[src/rtl/seg7_scan_driver.sv]
// Time-multiplexed 7-segment driver: latches a packed hex word, scans one digit per
// refresh slot, decodes nibbles to segments with per-digit dp and leading-zero blanking.
module seg7_scan_driver #(
  parameter int DIGITS         = 4,
  parameter int DIV            = 50000,
  parameter bit SEG_ACTIVE_LOW = 1'b1,
  parameter bit AN_ACTIVE_LOW  = 1'b1
) (
  input  logic                  clk,
  input  logic                  rst_n,
  input  logic [4*DIGITS-1:0]   value,
  input  logic [DIGITS-1:0]     dp_in,
  input  logic                  load,
  input  logic                  blank_lz,
  input  logic                  en,
  output logic [6:0]            seg,
  output logic                  dp,
  output logic [DIGITS-1:0]     an,
  output logic                  frame_tick
);

  localparam int PCW = (DIV > 1) ? $clog2(DIV) : 1;
  localparam int IW  = (DIGITS > 1) ? $clog2(DIGITS) : 1;

  localparam logic [PCW-1:0]    PC_LAST  = PCW'(DIV - 1);
  localparam logic [IW-1:0]     IDX_LAST = IW'(DIGITS - 1);
  localparam logic [6:0]        SEG_OFF  = SEG_ACTIVE_LOW ? 7'h7F : 7'h00;
  localparam logic              DP_OFF   = SEG_ACTIVE_LOW;
  localparam logic [DIGITS-1:0] AN_OFF   = AN_ACTIVE_LOW ? {DIGITS{1'b1}} : {DIGITS{1'b0}};

  logic [PCW-1:0]      pc_q, pc_d;
  logic [IW-1:0]       idx_q, idx_d;
  logic [4*DIGITS-1:0] sh_val_q, sh_val_d;
  logic [DIGITS-1:0]   sh_dp_q, sh_dp_d;
  logic                tick_q, tick_d;
  logic [6:0]          seg_q, seg_d;
  logic                dp_q, dp_d;
  logic [DIGITS-1:0]   an_q, an_d;

  logic                pc_wrap;
  logic [3:0]          cur_nib;
  logic                cur_dp;
  logic                cur_blank;
  logic                zero_run;
  logic [6:0]          seg_lit;
  logic                dp_lit;
  logic [DIGITS-1:0]   an_lit;

  // Logical segment pattern, 1 = lit, {a,b,c,d,e,f,g}
  function automatic logic [6:0] hex_to_seg(input logic [3:0] h);
    logic [6:0] s;
    case (h)
      4'h0: s = 7'b1111110;
      4'h1: s = 7'b0110000;
      4'h2: s = 7'b1101101;
      4'h3: s = 7'b1111001;
      4'h4: s = 7'b0110011;
      4'h5: s = 7'b1011011;
      4'h6: s = 7'b1011111;
      4'h7: s = 7'b1110000;
      4'h8: s = 7'b1111111;
      4'h9: s = 7'b1111011;
      4'hA: s = 7'b1110111;
      4'hB: s = 7'b0011111;
      4'hC: s = 7'b1001110;
      4'hD: s = 7'b0111101;
      4'hE: s = 7'b1001111;
      default: s = 7'b1000111;
    endcase
    return s;
  endfunction

  always_comb begin
    pc_wrap  = (pc_q == PC_LAST);
    pc_d     = pc_wrap ? '0 : pc_q + PCW'(1);
    idx_d    = idx_q;
    if (pc_wrap) begin
      idx_d = (idx_q == IDX_LAST) ? '0 : idx_q + IW'(1);
    end
    tick_d   = pc_wrap && (idx_q == IDX_LAST);
    sh_val_d = load ? value : sh_val_q;
    sh_dp_d  = load ? dp_in : sh_dp_q;
  end

  // Walk from the top digit down so zero_run means "this nibble and all above are 0"
  always_comb begin
    cur_nib   = 4'h0;
    cur_dp    = 1'b0;
    cur_blank = 1'b0;
    zero_run  = 1'b1;
    for (int i = DIGITS - 1; i >= 0; i--) begin
      zero_run = zero_run && (sh_val_q[4*i +: 4] == 4'h0);
      if (idx_q == IW'(i)) begin
        cur_nib   = sh_val_q[4*i +: 4];
        cur_dp    = sh_dp_q[i];
        cur_blank = blank_lz && zero_run && (i != 0);
      end
    end
  end

  always_comb begin
    seg_lit = (en && !cur_blank) ? hex_to_seg(cur_nib) : 7'h00;
    dp_lit  = en && cur_dp;
    an_lit  = '0;
    for (int i = 0; i < DIGITS; i++) begin
      an_lit[i] = en && (idx_q == IW'(i));
    end
    seg_d = SEG_ACTIVE_LOW ? ~seg_lit : seg_lit;
    dp_d  = SEG_ACTIVE_LOW ? ~dp_lit  : dp_lit;
    an_d  = AN_ACTIVE_LOW  ? ~an_lit  : an_lit;
  end

  always_ff @(posedge clk or negedge rst_n) begin
    if (!rst_n) begin
      pc_q     <= '0;
      idx_q    <= '0;
      sh_val_q <= '0;
      sh_dp_q  <= '0;
      tick_q   <= 1'b0;
      seg_q    <= SEG_OFF;
      dp_q     <= DP_OFF;
      an_q     <= AN_OFF;
    end else begin
      pc_q     <= pc_d;
      idx_q    <= idx_d;
      sh_val_q <= sh_val_d;
      sh_dp_q  <= sh_dp_d;
      tick_q   <= tick_d;
      seg_q    <= seg_d;
      dp_q     <= dp_d;
      an_q     <= an_d;
    end
  end

  assign seg        = seg_q;
  assign dp         = dp_q;
  assign an         = an_q;
  assign frame_tick = tick_q;

endmodule
[config.mk]
export PLATFORM = sky130hd
export DESIGN_NAME = seg7_scan_driver
export DESIGN_NICKNAME = d
export VERILOG_FILES = /design/src/rtl/seg7_scan_driver.sv
export SDC_FILE = /design/constraint.sdc
export NUM_CORES = 1
export LEC_CHECK = 0
export CAP_MARGIN = 30
export CORE_ASPECT_RATIO = 2
export CORE_MARGIN = 10
export CORE_UTILIZATION = 25
export DETAILED_ROUTE_END_ITERATION = 10
export HOLD_SLACK_MARGIN = 0.08
export PLACE_DENSITY = 0.48
export SKIP_CTS_REPAIR_TIMING = 1
export SLEW_MARGIN = 30
export SYNTH_ARGS = -nofsm -noshare
export SYNTH_HDL_FRONTEND = slang
export SYNTH_SLANG_ARGS = --single-unit
[constraint.sdc]
create_clock -name clk -period 2.1 [get_ports clk]
set_input_delay 0.42 -clock clk [delete_from_list [all_inputs] [get_ports clk]]
set_output_delay 0.42 -clock clk [all_outputs]
set_load 0.02 [all_outputs]
==> results of run 1 <==
kinds of logic after synthesis:
group	Yosys count	synth area share, %
multiplexers	27	11.9
AO/OA/AOI/OAI	24	8.52
flip-flops	51	51.1
XOR/XNOR	14	4.85
adder cells (fa/ha/maj)	11	5.45
AND/OR/NAND/NOR	66	15.1
buffers and inverters	15	3.07
per-stage QoR:
stage	hold WS (ps)	setup TNS [ps]
2_1_floorplan	124	0
3_3_place_gp	459	0
3_5_place_dp	459	0
4_1_cts	143	-16.1
5_1_grt	173	-155
6_report	122	0
report_power, final:
part / internal, mW / leakage, nW / switching, mW
Combinational: 0.206 / 0.788 / 0.166
Clock: 0.564 / 0.0781 / 0.357
Sequential: 1.05 / 0.611 / 0.0490
area by class of cell:
type / count / area [um2]
clock buffer: 7 / 133
clock inverter: 1 / 30.0
fill: 1009 / 6270
inverter: 8 / 32.5
multi-input combinational: 142 / 1330
sequential: 51 / 1290
tap: 132 / 165
timing repair buffer: 60 / 576
critical path: stages (launching register included):
cell,delay [ps]
dfrtp_1,420
inv_2,120
buf_12,110
ha_4,170
buf_6,150
nor3b_2,50
a311oi_2,320
buf_4,220
mux2i_1,200
a22o_1,140
nand2_1,50
flip-flops by register name, indices dropped and copies added, names as in the netlist:
name	flops
an	4
dp	1
frame_tick	1
idx_q	2
pc_q	16
seg	7
sh_dp_q	4
sh_val_q	16
synthesized netlist by cell type, types with 2 or more instances:
master	instances	area, um2
nand4_1	3	18.8
o211ai_2	2	25.0
nor2_1	15	56.3
a22oi_1	2	15.0
nand2_1	16	60.1
buf_6	2	22.5
nor4_1	2	12.5
mux2_1	2	22.5
and3_1	2	12.5
dfrtp_1	39	976
xor2_1	8	70.1
nor3b_2	2	25.0
a211oi_4	2	40.0
nor2b_1	3	18.8
buf_2	2	10.0
ha_1	11	138
inv_2	2	7.51
a21oi_1	4	20.0
mux2i_1	3	30.0
nand2b_1	3	18.8
xnor2_1	6	52.6
o22ai_1	3	18.8
o221ai_1	3	26.3
inv_1	6	22.5
mux2_2	22	248
clkbuf_1	2	7.51
dfstp_2	12	315
and2_1	2	12.5
nand3_1	4	20.0
and4_1	2	17.5
how the worst min path moves through the flow:
stage	from	cells after the start	slack (ps)	endpoint
after global placement	rst_n	1	460	pc_q[0]$_DFF_PN0_
after global routing	rst_n	1	170	pc_q[0]$_DFF_PN0_
after CTS	rst_n	1	140	pc_q[0]$_DFF_PN0_
after detailed placement	rst_n	1	460	pc_q[0]$_DFF_PN0_
after floorplan	rst_n	0	120	frame_tick$_DFF_PN0_
final	rst_n	1	120	pc_q[3]$_DFF_PN0_
routing by layer:
metal	share of wire (%)	wire [um]
met1	33	2080
met2	60	3800
met3	2.9	181
met4	3.8	241
met5	0	0
==> results.py, run 1 <==
metrics = {
    "yosys": {
        "yosysUniqueCellTypes": 51,
        "ys_async_sr_fraction_pct": 100,
        "ys_seq_area_share_pct": 51.1,
        "syn_avg_cell_area_um2": 12.1,
        "synth_nets": 244,
        "ys_seq_elements": 51,
        "synth.cell_area_um2": 2530,
        "syn_inst": 208,
        "synthFlopType": "dfrtp_1",
        "synth-edff-count": 0,
        "yosysWarnings": 0,
    },
    "sta": {
        "slew_viol_final": 0,
        "clock.fmax_mhz": 486,
        "fin_crit_ps": 2060,
        "worst_slack_ps": 42.8,
        "worstMarginPinSlew_ps": 589,
        "setup_viol": 0,
        "clock_skew_ps": 7.22,
        "finalCritPeriodShare_pct": 98.0,
        "relSlewSlack_pct": 60.7,
        "hold_violations": 0,
        "rsz0062_at_grt": "yes",
    },
    "grt": {
        "grt_max_degree": 28,
        "use_met1_pct": 7.76,
        "busiest_layer": "met2",
        "antenna_found_initial": 0,
        "grt_use_met3_pct": 1.71,
        "grt_overflow": 0,
        "first_global_vias": 1949,
        "grtUsageTotal_pct": 8.56,
        "use_met2_pct": 16.6,
        "grt_pass1_wl_mm": 9.95,
    },
    "detailed_routing": {
        "viasPerCell": 4.50,
        "routedWlPerCell_um": 15.7,
        "via_count": 1806,
        "drtIter0Drc": 74,
        "drcViolationCount": 0,
        "ant_nets": 0,
        "drt_pass1_iterations": 4,
        "routed_wl_mm": 6.30,
    },
    "power_and_ir_drop": {
        "ir_drop_mv": 0.323,
        "pwr_density_cell_nw_per_um2": 674,
        "cellLeakagePower_nw": 1.48,
        "p_total_mw": 2.40,
    },
    "cts": {
        "cts_buffer_depth": 2,
        "clk_pin_slew_worst_paths_ps": 70,
        "cts_buffers": 5,
        "htree_levels": 2,
        "clk_latency_ps": 290,
        "cts_tree": "built",
        "cts-root-buf": "clkbuf_16",
        "clock_sinks": 51,
    },
    "finish": {
        "layout.nets": 304,
        "area_delta_synth_final_pct": 40.7,
        "finalInstanceArea_um2": 3550,
        "final_cells": 401,
        "layout_commonest_cell": "dfrtp_1",
        "diodes": 0,
        "drive_gt1_share_pct": 37.9,
        "fin_util_pct": 36.2,
        "layout_common_cells": "dfrtp_1 (39), clkdlybuf4s50_1 (36), mux2_2 (22), buf_4 (16)",
    },
    "critical_path": {
        "cp.arrival_ps": 2270,
        "rrSetupSlack_ps": 40,
        "startpoint": "idx_q[0]$_DFFE_PN0N_",
        "start_kind": "flip-flop",
        "crit_end": "seg[3]$_DFF_PN1_",
        "required_ps": 2310,
        "cp_max_fo": 7,
        "crit_path_end_kind": "flip-flop",
        "reg2reg_to": "seg[3]$_DFF_PN1_",
        "ff2ff_path_depth": 10,
        "regToRegStartpoint": "idx_q[0]$_DFFE_PN0N_",
        "crit_type": "flip-flop to flip-flop",
    },
    "floorplan": {
        "dieArea_um2": 14800,
        "start_util_pct": 25.7,
        "die_w_um": 91.1,
        "ioPinCount": 38,
        "rows": 51,
        "core_area_um2": 9830,
        "fp.dieH_um": 162,
    },
    "placement": {
        "place_congestion": 0.816,
        "place_inst": 384,
        "place_ws_ps": 3.35,
        "port_buffers": 37,
        "hpwlAfterDp_mm": 4.87,
        "place_area_um2": 3170,
    },
    "outcome": {
        "outcome": "finished clean",
    },
    "run": {
        "drv_cap": 0,
    },
    "worst_hold_path": {
        "hold_class": "input port to async pin",
    },
}
Note: power is estimated with default switching activity, not from simulation.
==> run 2: changes to the inputs <==
Settings changed: GPL_TIMING_DRIVEN from default to 0.
==> results.py, run 2 (synthesized netlist as in run 1, its figures left out) <==
metrics = {
    "detailed_routing": {
        "routedWlPerCell_um": 15.3,
        "ant_nets": 0,
        "via_count": 1768,
        "routed_wl_mm": 6.09,
        "drtIter0Drc": 57,
        "drt_pass1_iterations": 4,
        "viasPerCell": 4.45,
        "drcViolationCount": 0,
    },
    "power_and_ir_drop": {
        "cellLeakagePower_nw": 1.43,
        "pwr_density_cell_nw_per_um2": 662,
        "ir_drop_mv": 0.420,
        "p_total_mw": 2.30,
    },
    "cts": {
        "htree_levels": 2,
        "clk_pin_slew_worst_paths_ps": 80,
        "cts_buffers": 5,
        "cts_buffer_depth": 2,
        "clk_latency_ps": 300,
        "clock_sinks": 51,
        "cts-root-buf": "clkbuf_16",
        "cts_tree": "built",
    },
    "worst_hold_path": {
        "hold_depth": 1,
        "hold_class": "flip-flop to flip-flop",
        "hold_start": "pc_q[0]$_DFF_PN0_",
        "hold_end": "pc_q[0]$_DFF_PN0_",
    },
    "floorplan": {
        "start_util_pct": 25.7,
        "core_area_um2": 9830,
        "fp.dieH_um": 162,
        "rows": 51,
        "die_w_um": 91.1,
        "dieArea_um2": 14800,
        "ioPinCount": 38,
    },
    "grt": {
        "grtUsageTotal_pct": 8.54,
        "use_met2_pct": 16.5,
        "use_met1_pct": 7.95,
        "grt_max_degree": 32,
        "antenna_found_initial": 0,
        "grt_pass1_wl_mm": 9.90,
        "first_global_vias": 1900,
        "busiest_layer": "met2",
        "grt_use_met3_pct": 2.08,
        "grt_overflow": 0,
    },
    "critical_path": {
        "crit_type": "flip-flop to flip-flop",
        "worstPathCellList": "inv_2, ha_4, buf_8, and2b_2, a22oi_2, a21oi_4, inv_4, ha_1, a21oi_2, a22o_1, nand2_1",
        "ff2ff_path_depth": 11,
        "slowest_delay_ps": 410,
        "start_kind": "flip-flop",
        "reg2reg_to": "seg[3]$_DFF_PN1_",
        "rrSetupSlack_ps": -80,
        "crit_path_end_kind": "flip-flop",
        "cpMaxStageDelayCell": "dfrtp_1",
        "regToRegStartpoint": "idx_q[0]$_DFFE_PN0N_",
        "cp_max_fo": 7,
        "critPathBufInv": 3,
        "cp.arrival_ps": 2400,
        "critPathTopFamily": "compound AO/OA/AOI/OAI gates",
        "required_ps": 2320,
    },
    "sta": {
        "worst_slack_ps": -77.4,
        "hold_slack_ps": 492,
        "clock_skew_ps": 8.88,
        "relSlewSlack_pct": 57.1,
        "worstMarginPinSlew_ps": 644,
        "finalCritPeriodShare_pct": 104,
        "fin_crit_ps": 2180,
        "hold_violations": 0,
        "rsz0062_at_grt": "yes",
        "setup_viol": 5,
        "clock.fmax_mhz": 459,
        "slew_viol_final": 0,
    },
    "finish": {
        "drive_gt1_share_pct": 36.2,
        "ff_latch_area_um2": 1290,
        "multi_input_area_um2": 1290,
        "diodes": 0,
        "layout.nets": 300,
        "fillers": 1015,
        "area_delta_synth_final_pct": 37.6,
        "finalInstanceArea_um2": 3480,
        "layout_common_cells": "dfrtp_1 (38), clkdlybuf4s50_1 (35), mux2_2 (22), nor2_1 (15), nand2_1 (14)",
        "layout_commonest_cell": "dfrtp_1",
    },
    "outcome": {
        "violations": "negative setup slack",
        "outcome": "finished, violations left",
    },
    "placement": {
        "hpwlAfterDp_mm": 4.76,
        "place_area_um2": 3120,
        "place_congestion": 0.818,
        "port_buffers": 36,
    },
    "run": {
        "drv_cap": 0,
    },
}
run 2: cell types whose count changed in the layout (fill, tap and decap cells not counted), moves of 2 or more:
cell	delta
buf_8	+2
buf_6	-3
clkinv_4	+2
buf_4	-5
run 2: cell type report:
class                      instances  share of cell area, %
timing repair buffer              49                   14.0
clock inverter                     3                  0.828
clock buffer                       5                   3.60
sequential                        51                   37.2
multi-input combinational        142                   37.1
buffer                             7                   1.66
tap                              132                   4.75
inverter                           8                  0.936
run 2: worst max-delay path by stage:
stage,depth (start not counted),endpoint,slack [ps],from
after CTS,9,seg[3]$_DFF_PN1_,-300,idx_q[0]$_DFFE_PN0N_
final,11,seg[3]$_DFF_PN1_,-80,idx_q[0]$_DFFE_PN0N_
after global placement,1,sh_val_q[9]$_DFFE_PN0P_,-980,rst_n
after global routing,11,seg[3]$_DFF_PN1_,-190,idx_q[0]$_DFFE_PN0N_
after floorplan,11,seg[0]$_DFF_PN1_,50,idx_q[0]$_DFFE_PN0N_
after detailed placement,9,seg[3]$_DFF_PN1_,-290,idx_q[0]$_DFFE_PN0N_
run 2: report_power, final:
| group | internal (mW) | switching [mW] |
|---|---|---|
| Sequential | 1.05 | 0.0403 |
| Combinational | 0.194 | 0.161 |
| Clock | 0.455 | 0.398 |
run 2: per-stage QoR:
step | worst slack (ps) | TNS (ps) | std cells | util [%]
2_1_floorplan | 48.8 | 0 | 208 | -
5_1_grt | -194 | -962 | 397 | 35.4
4_1_cts | -299 | -1240 | 385 | 33.3
3_5_place_dp | -290 | -1130 | 377 | 31.7
3_3_place_gp | -975 | -43800 | 376 | 31.5
6_report | -77.4 | -270 | 397 | 35.4
run 2: layer usage:
layer	wire length, um	part of all wire [%]	vias up
met3	216	3.5	11
met1	2060	34	891
li1	-	-	837
met5	0	0	-
met4	185	3.0	0
met2	3630	60	29
==> run 3: changes to the inputs <==
Settings changed: CELL_PAD_IN_SITES_DETAIL_PLACEMENT from default to 1, CELL_PAD_IN_SITES_GLOBAL_PLACEMENT from default to 2, CORE_ASPECT_RATIO 2 to 1.2, PLACE_DENSITY 0.48 to 0.64, SLEW_MARGIN 30 to 0.
==> results.py, run 3 (synthesized netlist as in run 1, its figures left out) <==
metrics = {
    "outcome": {
        "outcome": "finished, violations left",
        "violations": "negative setup slack",
    },
    "sta": {
        "rsz0062_at_grt": "yes",
        "clock_skew_ps": 7.98,
        "finalCritPeriodShare_pct": 104,
        "relSlewSlack_pct": 60.1,
        "slew_viol_final": 0,
        "fin_crit_ps": 2180,
        "setup_viol": 5,
        "worst_slack_ps": -82.0,
        "worstMarginPinSlew_ps": 598,
        "clock.fmax_mhz": 458,
        "hold_violations": 0,
    },
    "critical_path": {
        "startpoint": "idx_q[0]$_DFFE_PN0N_",
        "regToRegStartpoint": "idx_q[0]$_DFFE_PN0N_",
        "worstPathCellList": "inv_2, ha_4, buf_8, and2b_2, a22oi_2, a21oi_4, inv_2, ha_4, mux2_4, nand2_2, o211ai_2",
        "crit_path_end_kind": "flip-flop",
        "cpMaxStageDelayCell": "dfrtp_1",
        "critPathTopFamily": "flip-flops",
        "cp.arrival_ps": 2390,
        "critPathBufInv": 3,
        "start_kind": "flip-flop",
        "required_ps": 2310,
        "slowest_delay_ps": 440,
        "cp_max_fo": 6,
        "crit_type": "flip-flop to flip-flop",
    },
    "finish": {
        "fillers": 1093,
        "layout.nets": 311,
        "drive_gt1_share_pct": 40.2,
        "area_delta_synth_final_pct": 43.7,
        "final_cells": 402,
        "ff_latch_area_um2": 1290,
        "fin_util_pct": 36.5,
        "layout_common_cells": "dfrtp_1 (38), clkdlybuf4s50_1 (35), mux2_2 (22), buf_4 (17), nor2_1 (15)",
        "diodes": 0,
        "layout_commonest_cell": "dfrtp_1",
        "multi_input_area_um2": 1320,
    },
    "floorplan": {
        "die_w_um": 112,
        "ioPinCount": 38,
        "fp.dieH_um": 130,
        "start_util_pct": 25.4,
        "dieArea_um2": 14500,
        "core_area_um2": 9960,
        "rows": 40,
    },
    "placement": {
        "place_congestion": 0.691,
        "port_buffers": 36,
        "hpwlAfterDp_mm": 4.36,
        "place_inst": 371,
    },
    "power_and_ir_drop": {
        "pwr_density_cell_nw_per_um2": 676,
        "p_total_mw": 2.45,
        "cellLeakagePower_nw": 1.52,
        "ir_drop_mv": 0.302,
    },
    "grt": {
        "first_global_vias": 1889,
        "grt_max_degree": 39,
        "antenna_found_initial": 0,
        "grt_overflow": 0,
        "grt_pass1_wl_mm": 9.81,
        "grtUsageTotal_pct": 8.28,
    },
    "cts": {
        "cts_buffers": 5,
        "cts-root-buf": "clkbuf_16",
        "clk_pin_slew_worst_paths_ps": 70,
        "clk_latency_ps": 290,
        "htree_levels": 2,
        "cts_tree": "built",
        "clock_sinks": 51,
        "cts_buffer_depth": 2,
    },
    "detailed_routing": {
        "routed_wl_mm": 6.26,
        "viasPerCell": 4.53,
        "routedWlPerCell_um": 15.6,
        "drcViolationCount": 0,
        "drt_pass1_iterations": 3,
        "ant_nets": 0,
        "via_count": 1822,
        "drtIter0Drc": 40,
    },
    "worst_hold_path": {
        "hold_class": "flip-flop to flip-flop",
        "hold_start": "pc_q[0]$_DFF_PN0_",
    },
    "run": {
        "drv_cap": 0,
    },
}
## run 3: cell types whose count changed in the layout (fill, tap and decap cells not counted), sizes merged
cell	previous run	this run
clkinv	2	0
bufinv	0	1
buf	17	29
## run 3: worst paths after layout
check / end / slack, ps / depth (start not counted)
max in group asynchronous: dp$_DFF_PN1_ / 960 / 3
min in group asynchronous: frame_tick$_DFF_PN0_ / 560 / 2
max: seg[1]$_DFF_PN1_ / -80 / 11
max reg2reg: seg[1]$_DFF_PN1_ / -80 / 11
min reg2reg: pc_q[0]$_DFF_PN0_ / 480 / 1
min: pc_q[0]$_DFF_PN0_ / 480 / 1
## run 3: area by class of cell
| cell class | instances | area share, % |
|---|---|---|
| clock inverters | 2 | 1.07 |
| clock buffers | 6 | 3.82 |
| flip-flops and latches | 51 | 35.6 |
| plain buffers | 7 | 1.59 |
| inverters | 8 | 0.827 |
| well taps | 126 | 4.34 |
| repair buffers | 60 | 16.5 |
| multi-input cells | 142 | 36.3 |
## run 3: per-layer routing
layer / global-route usage (%) / part of all wire (%)
met1: 9.27 / 40
met2: 14.9 / 54
met3: 2.48 / 4.5
met4: 2.27 / 1.3
met5: 0 / 0
## run 3: stage by stage
step	hold WS (ps)	setup slack, ps	area [um2]	setup TNS, ps
after detailed placement	351	-261	3110	-1030
final	483	-82.0	3630	-277
after floorplan	124	48.8	2570	0
after CTS	34.7	-270	3280	-1100
after global placement	472	-1040	3090	-46740
after global routing	505	-200	3630	-1110
## run 3: where the power goes
part           switching, mW  leakage (nW)  internal [mW]
Clock                  0.372        0.0875          0.600
Sequential            0.0402         0.610           1.05
Combinational          0.174         0.824          0.216
Total                  0.586          1.52           1.87
